$ cat src/rtl/dac_spi_master_if.sv
// Write-FIFO handshake and readback bus between slow-control logic and dac_spi_master.
// master = slow-control side, slave = the SPI master block.
interface dac_spi_master_if #(
  parameter int unsigned CMD_W      = 4,
  parameter int unsigned ADDR_W     = 4,
  parameter int unsigned DATA_W     = 16,
  parameter int unsigned FIFO_DEPTH = 4
);
  localparam int unsigned LvlW = $clog2(FIFO_DEPTH + 1);

  logic [CMD_W-1:0]  wr_cmd;
  logic [ADDR_W-1:0] wr_addr;
  logic [DATA_W-1:0] wr_data;
  logic              wr_upd;
  logic              wr_valid;
  logic              wr_ready;
  logic [LvlW-1:0]   fifo_level;
  logic              busy;
  logic [DATA_W-1:0] rd_data;
  logic              rd_valid;

  modport master (
    output wr_cmd, wr_addr, wr_data, wr_upd, wr_valid,
    input  wr_ready, fifo_level, busy, rd_data, rd_valid
  );

  modport slave (
    input  wr_cmd, wr_addr, wr_data, wr_upd, wr_valid,
    output wr_ready, fifo_level, busy, rd_data, rd_valid
  );
endinterface

$ cat src/rtl/dac_spi_master.sv
// SPI master for DAC/ADC configuration: FIFO-buffered {cmd, addr, data} frames shifted MSB first,
// SDO captured for readback, optional LDAC pulse after each frame.
module dac_spi_master #(
  parameter int unsigned CMD_W      = 4,
  parameter int unsigned ADDR_W     = 4,
  parameter int unsigned DATA_W     = 16,
  parameter int unsigned HALF_DIV   = 16,
  parameter int unsigned FIFO_DEPTH = 4,
  parameter int unsigned SYNC_GAP   = 2,
  parameter int unsigned LDAC_W     = 4
) (
  input  logic            clk,
  input  logic            rst,
  dac_spi_master_if.slave bus,
  input  logic            spi_sdo,
  output logic            spi_sclk,
  output logic            spi_sync,
  output logic            spi_data,
  output logic            spi_enable,
  output logic            spi_ldac_n
);
  localparam int unsigned N    = CMD_W + ADDR_W + DATA_W;
  localparam int unsigned PtrW = $clog2(FIFO_DEPTH);
  localparam int unsigned LvlW = $clog2(FIFO_DEPTH + 1);
  localparam int unsigned BitW = $clog2(N);
  localparam int unsigned MaxA = (HALF_DIV > LDAC_W) ? HALF_DIV : LDAC_W;
  localparam int unsigned MaxT = (MaxA > SYNC_GAP) ? MaxA : SYNC_GAP;
  localparam int unsigned CntW = (MaxT > 1) ? $clog2(MaxT) : 1;

  typedef enum logic [1:0] {StIdle, StShift, StLdac, StGap} state_e;

  // Write FIFO; entry = {upd, cmd, addr, data}
  logic [N:0]      mem_q [FIFO_DEPTH];
  logic [PtrW-1:0] wptr_q, rptr_q;
  logic [LvlW-1:0] level_q;
  logic            push, pop;
  logic [N:0]      head;

  assign bus.wr_ready   = (level_q < LvlW'(FIFO_DEPTH));
  assign bus.fifo_level = level_q;
  assign push           = bus.wr_valid && bus.wr_ready;
  assign head           = mem_q[rptr_q];

  always_ff @(posedge clk) begin
    if (push) begin
      mem_q[wptr_q] <= {bus.wr_upd, bus.wr_cmd, bus.wr_addr, bus.wr_data};
    end
  end

  always_ff @(posedge clk or negedge rst) begin
    if (!rst) begin
      wptr_q  <= '0;
      rptr_q  <= '0;
      level_q <= '0;
    end else begin
      if (push) wptr_q <= wptr_q + PtrW'(1);
      if (pop)  rptr_q <= rptr_q + PtrW'(1);
      level_q <= level_q + LvlW'(push) - LvlW'(pop);
    end
  end

  // Frame sequencer
  state_e            state_q, state_d;
  logic [CntW-1:0]   cnt_q, cnt_d;
  logic [BitW-1:0]   bit_q, bit_d;
  logic              phase_q, phase_d;  // 0: SCLK high (A), 1: SCLK low (B)
  logic [N-1:0]      shreg_q, shreg_d;
  logic              upd_q, upd_d;
  logic [DATA_W-1:0] cap_q, cap_d;
  logic [DATA_W-1:0] rd_data_q, rd_data_d;
  logic              rd_valid_q, rd_valid_d;
  logic              load;

  assign pop          = load;
  assign bus.rd_data  = rd_data_q;
  assign bus.rd_valid = rd_valid_q;
  assign bus.busy     = (state_q != StIdle) || (level_q != '0);

  always_comb begin
    state_d    = state_q;
    cnt_d      = cnt_q;
    bit_d      = bit_q;
    phase_d    = phase_q;
    shreg_d    = shreg_q;
    upd_d      = upd_q;
    cap_d      = cap_q;
    rd_data_d  = rd_data_q;
    rd_valid_d = 1'b0;
    load       = 1'b0;
    case (state_q)
      StIdle: load = (level_q != '0);
      StShift: begin
        if (cnt_q == CntW'(HALF_DIV - 1)) begin
          cnt_d = '0;
          if (!phase_q) begin
            phase_d = 1'b1;
          end else begin
            // Last clk of phase B: the device has had a full half-period to drive SDO
            cap_d = {cap_q[DATA_W-2:0], spi_sdo};
            if (bit_q == BitW'(N - 1)) begin
              rd_data_d  = cap_d;
              rd_valid_d = 1'b1;
              state_d    = upd_q ? StLdac : StGap;
            end else begin
              bit_d   = bit_q + BitW'(1);
              phase_d = 1'b0;
              shreg_d = {shreg_q[N-2:0], 1'b0};
            end
          end
        end else begin
          cnt_d = cnt_q + CntW'(1);
        end
      end
      StLdac: begin
        if (cnt_q == CntW'(LDAC_W - 1)) begin
          cnt_d   = '0;
          state_d = StGap;
        end else begin
          cnt_d = cnt_q + CntW'(1);
        end
      end
      StGap: begin
        if (cnt_q == CntW'(SYNC_GAP - 1)) begin
          cnt_d = '0;
          if (level_q != '0) load = 1'b1;
          else               state_d = StIdle;
        end else begin
          cnt_d = cnt_q + CntW'(1);
        end
      end
      default: state_d = StIdle;
    endcase
    if (load) begin
      state_d = StShift;
      shreg_d = head[N-1:0];
      upd_d   = head[N];
      cnt_d   = '0;
      bit_d   = '0;
      phase_d = 1'b0;
    end
  end

  always_ff @(posedge clk or negedge rst) begin
    if (!rst) begin
      state_q    <= StIdle;
      cnt_q      <= '0;
      bit_q      <= '0;
      phase_q    <= 1'b0;
      shreg_q    <= '0;
      upd_q      <= 1'b0;
      cap_q      <= '0;
      rd_data_q  <= '0;
      rd_valid_q <= 1'b0;
    end else begin
      state_q    <= state_d;
      cnt_q      <= cnt_d;
      bit_q      <= bit_d;
      phase_q    <= phase_d;
      shreg_q    <= shreg_d;
      upd_q      <= upd_d;
      cap_q      <= cap_d;
      rd_data_q  <= rd_data_d;
      rd_valid_q <= rd_valid_d;
    end
  end

  // Pins are flopped from next-state so they line up with the sequencer registers
  always_ff @(posedge clk or negedge rst) begin
    if (!rst) begin
      spi_sclk   <= 1'b1;
      spi_sync   <= 1'b1;
      spi_data   <= 1'b0;
      spi_enable <= 1'b0;
      spi_ldac_n <= 1'b1;
    end else begin
      spi_sync   <= (state_d != StShift);
      spi_enable <= (state_d == StShift);
      spi_sclk   <= !((state_d == StShift) && phase_d);
      spi_data   <= (state_d == StShift) && shreg_d[N-1];
      spi_ldac_n <= (state_d != StLdac);
    end
  end
endmodule
$ cat src/flat_wrapper.sv
// flat-port wrapper written by rule: the top's interface ports become plain ports
module dac_spi_master_flat 
#(
  parameter int unsigned CMD_W      = 4,
  parameter int unsigned ADDR_W     = 4,
  parameter int unsigned DATA_W     = 16,
  parameter int unsigned HALF_DIV   = 16,
  parameter int unsigned FIFO_DEPTH = 4,
  parameter int unsigned SYNC_GAP   = 2,
  parameter int unsigned LDAC_W     = 4
)
  (clk, rst, spi_sdo, spi_sclk, spi_sync, spi_data, spi_enable, spi_ldac_n, bus_wr_cmd, bus_wr_addr, bus_wr_data, bus_wr_upd, bus_wr_valid, bus_wr_ready, bus_fifo_level, bus_busy, bus_rd_data, bus_rd_valid);
  dac_spi_master_if #(.CMD_W(CMD_W), .ADDR_W(ADDR_W), .DATA_W(DATA_W), .FIFO_DEPTH(FIFO_DEPTH)) bus_i ();
  input  logic clk;
  input  logic rst;
  input  logic spi_sdo;
  output logic spi_sclk;
  output logic spi_sync;
  output logic spi_data;
  output logic spi_enable;
  output logic spi_ldac_n;
  input wire logic [$bits(bus_i.wr_cmd)-1:0] bus_wr_cmd;
  input wire logic [$bits(bus_i.wr_addr)-1:0] bus_wr_addr;
  input wire logic [$bits(bus_i.wr_data)-1:0] bus_wr_data;
  input wire logic [$bits(bus_i.wr_upd)-1:0] bus_wr_upd;
  input wire logic [$bits(bus_i.wr_valid)-1:0] bus_wr_valid;
  output wire logic [$bits(bus_i.wr_ready)-1:0] bus_wr_ready;
  output wire logic [$bits(bus_i.fifo_level)-1:0] bus_fifo_level;
  output wire logic [$bits(bus_i.busy)-1:0] bus_busy;
  output wire logic [$bits(bus_i.rd_data)-1:0] bus_rd_data;
  output wire logic [$bits(bus_i.rd_valid)-1:0] bus_rd_valid;
  assign bus_i.wr_cmd = bus_wr_cmd;
  assign bus_i.wr_addr = bus_wr_addr;
  assign bus_i.wr_data = bus_wr_data;
  assign bus_i.wr_upd = bus_wr_upd;
  assign bus_i.wr_valid = bus_wr_valid;
  assign bus_wr_ready = bus_i.wr_ready;
  assign bus_fifo_level = bus_i.fifo_level;
  assign bus_busy = bus_i.busy;
  assign bus_rd_data = bus_i.rd_data;
  assign bus_rd_valid = bus_i.rd_valid;
  dac_spi_master #(.CMD_W(CMD_W), .ADDR_W(ADDR_W), .DATA_W(DATA_W), .HALF_DIV(HALF_DIV), .FIFO_DEPTH(FIFO_DEPTH), .SYNC_GAP(SYNC_GAP), .LDAC_W(LDAC_W)) u_core (.clk(clk), .rst(rst), .bus(bus_i), .spi_sdo(spi_sdo), .spi_sclk(spi_sclk), .spi_sync(spi_sync), .spi_data(spi_data), .spi_enable(spi_enable), .spi_ldac_n(spi_ldac_n));
endmodule
$ cat config.mk
export PLATFORM = sky130hd
export DESIGN_NAME = dac_spi_master_flat
export DESIGN_NICKNAME = d
export VERILOG_FILES = /design/src/rtl/dac_spi_master_if.sv /design/src/rtl/dac_spi_master.sv /design/src/flat_wrapper.sv
export SDC_FILE = /design/constraint.sdc
export NUM_CORES = 1
export LEC_CHECK = 0
export ABC_AREA = 1
export CAP_MARGIN = 0
export CORE_MARGIN = 1.5
export CORE_UTILIZATION = 40
export CTS_CLUSTER_DIAMETER = 60
export CTS_CLUSTER_SIZE = 25
export DETAILED_ROUTE_END_ITERATION = 6
export GPL_ROUTABILITY_DRIVEN = 0
export HOLD_SLACK_MARGIN = 0.02
export REMOVE_ABC_BUFFERS = 1
export SLEW_MARGIN = 10
export SYNTH_ARGS = -nofsm -noshare
export SYNTH_HDL_FRONTEND = slang
export SYNTH_SLANG_ARGS = --single-unit
export TNS_END_PERCENT = 100
$ cat constraint.sdc
create_clock -name clk -period 2.5 [get_ports clk]
set_input_delay 0.5 -clock clk [delete_from_list [all_inputs] [get_ports clk]]
set_output_delay 0.5 -clock clk [all_outputs]
set_load 0.005 [all_outputs]
==> results.cfg <==
[status]
status = complete, but fails checks
violations = DRC

[drt]
vias_per_cell = 4.968
drtAntennaViolNets = 0
num_vias = 4923
wl_per_cell_microns = 14.46
first_pass_iters = 7
drt_iter0_markers = 277
remaining_drc_errors = 8
wirelength_mm = 14.33

[clocking]
cts_tree = built
clk_latency_ps = 420
holdBufCountCts = 1
clock-sinks = 181
postCtsSetupBuffers = 0
root_buffer = clkbuf_16
htreeDepth = 4
cts.clk_slew.worst_paths_ps = 70
clk_path_buf_depth = 2
post_cts_resized = 0
numCtsBuffers = 17

[power_and_ir_drop]
combinationalPowerShare_pct = 27.6
power_density_nw_per_um2 = 1039
power_frac_clock_pct = 29.3
intPower_mw = 6.160
p_sw_mw = 3.143
ir_drop_mv = 0.5700
p_sw_share_pct = 33.79
power_frac_seq_pct = 43.1
p_leak_nw = 3.615

[timing]
layout_setup_ws_ps = 277.8
grt_setup_unrepaired = false
post-route-min-period_ps = 2222
finalSetupViolCount = 0
tightest_slew_ps = 607.9
fmax_mhz = 450.0
period_share_pct = 88.89
hold_viol_final = 0
fin_hold_ws_ps = 485.0
fin_worst_skew_ps = 6.649
slew_headroom_pct = 59.22
maxSlewViolCount = 0

[placement]
placed_area_sq_um = 8327
portBuffers = 55
dp_worst_setup_slack_ps = 356.7
place_hpwl_mm = 8.642

[floorplanning]
start_util_pct = 41.17
die_h_microns = 139.4
dieArea_sq_um = 19440
die_w_microns = 139.4
ios = 56
core-area_sq_um = 18090
rows = 49

[critical_path]
crit_end = bus_busy
reg2reg_to = u_core.bus.fifo_level[2]
required_ps = 2000
crit_start = u_core.state_q[0]
path_max_fanout = 4
r2r_cells = 8
r2r_slack_ps = 390
timing.rr.start = u_core.state_q[0]
critical_path_class = reg2out
end_kind = output port
critPathLaunchType = register
crit_arrival_ps = 1720

[logic_synthesis]
synth_seq_area_share_pct = 67.60
netlist.area_leader.share_pct = 40.33
syn_inst = 689
avgSynthCellArea_sq_um = 10.81
yosysWarnings = 0
netlist_area_sq_um = 7446
synth_area_leaders = edfxtp_1 40%, dfrtp_1 26%, nand2_1 7.8%
ys_seq_elements = 181
synth.distinct_cells = 34
yosysTopAreaCell = edfxtp_1

[finish]
drive_gt1_share_pct = 9.186
area_growth_syn_to_layout_pct = 20.23
antenna_cells = 0
fin_util_pct = 49.50
final_cell_mix = 154 x nand2_1, 100 x edfxtp_1, 78 x dfrtp_1, 62 x o21ai_0, 61 x nor2_1
final_common_cell = nand2_1
finalNetCount = 792
final_area_sq_um = 8952
fillerInstances = 1552

[worst_hold_path]
hold_path.class = reg2reg
hold_start = u_core.shreg_q[6]

[global_route]
grt_max_degree = 51
grt_pass1_vias = 4858
grt_overflow = 0
grtUsageTotal_pct = 15.55
grt_pass1_wl_mm = 23.61
antenna_found_initial = 0

[flow_run]
cap_violations = 0
[cell type report]
class | count | area [sq um] | area share, %
inverter | 54 | 203.9 | 2.278
multi-input combinational | 423 | 2059 | 23.00
clock buffer | 17 | 425.4 | 4.752
sequential | 181 | 5034 | 56.23
clock inverter | 15 | 190.2 | 2.124
tap | 229 | 286.5 | 3.201
timing repair buffer | 72 | 753.2 | 8.414
[per-layer routing]
metal  vias to the layer above  global-route usage, %  part of all wire [%]
met5                         -                      0                     0
met2                       105                  27.28                    51
li1                       2429                      -                     -
met1                      2376                  19.01                    44
met4                         0                  4.199                  0.87
met3                        13                  4.026                   4.5
[sequential cells by signal (all words and copies together) (netlist names), 2 cells and up]
register / count
u_core.bus.fifo_level: 3
u_core.mem_q: 100
u_core.shreg_q: 24
u_core.cap_q: 15
u_core.bus.rd_data: 16
u_core.state_q: 2
u_core.bit_q: 5
u_core.cnt_q: 4
u_core.wptr_q: 2
u_core.rptr_q: 2
[per-stage QoR]
| stage | setup TNS (ps) | std cells | total power [mW] |
|---|---|---|---|
| finish | 0 | 991 | 9.303 |
| global route | 0 | 991 | 9.934 |
| CTS | 0 | 991 | 9.414 |
| detailed placement | 0 | 958 | 6.675 |
| global placement | 0 | 958 | 6.544 |
| floorplan | -4420 | 658 | 5.624 |
[cell families (layout without fill, tap and decap cells)]
logic type	after synthesis	count (layout)	share of synthesized area [%]
buffers and inverters	85	158	4.873
and+or+nand+nor	287	287	16.30
AOI/OAI and AO/OA	115	115	7.948
xor gates and xnor gates	7	7	0.8234
adders and majority gates	14	14	2.453
DFF	181	181	67.60
[critical path, cell delays in order (launching register included)]
cell and delay, ps:
dfrtp_1 410, inv_1 100, ha_1 220, nand2_1 80
clkdlybuf4s50_1 490
[worst min path at each step]
stage | depth (start not counted) | slack [ps] | to
after global placement | 1 | 410 | u_core.cnt_q[2]
after CTS | 2 | 490 | u_core.shreg_q[6]
after global routing | 2 | 500 | u_core.shreg_q[4]
after detailed placement | 1 | 420 | u_core.cnt_q[2]
after floorplan | 0 | 200 | u_core.bit_q[0]
final | 2 | 480 | u_core.shreg_q[6]
[synthesized netlist by cell type (all sizes together)]
| cell type | count |
|---|---|
| nand4 | 4 |
| nor2 | 69 |
| a211oi | 1 |
| nand2 | 157 |
| dfstp | 3 |
| inv | 52 |
| dfrtp | 78 |
| o21ai | 84 |
| buf | 11 |
| edfxtp | 100 |
| clkinv | 2 |
| clkbuf | 20 |
| xor2 | 5 |
| a21oi | 26 |
| nor3 | 1 |
| a32o | 1 |
| o22ai | 2 |
| xnor2 | 2 |
| fa | 1 |
| ha | 13 |
| o211ai | 1 |
| nand3 | 56 |
[power groups by stage]
stage	Sequential [mW]	Clock (mW)	Combinational, mW
final	4.01	2.73	2.57
after global routing	4.06	2.93	2.95
after CTS	4.01	2.79	2.62
after detailed placement	4.06	0	2.62
after global placement	4.04	0	2.51
after floorplan	4.12	0	1.51
Note: power is estimated with default switching activity, not from simulation.
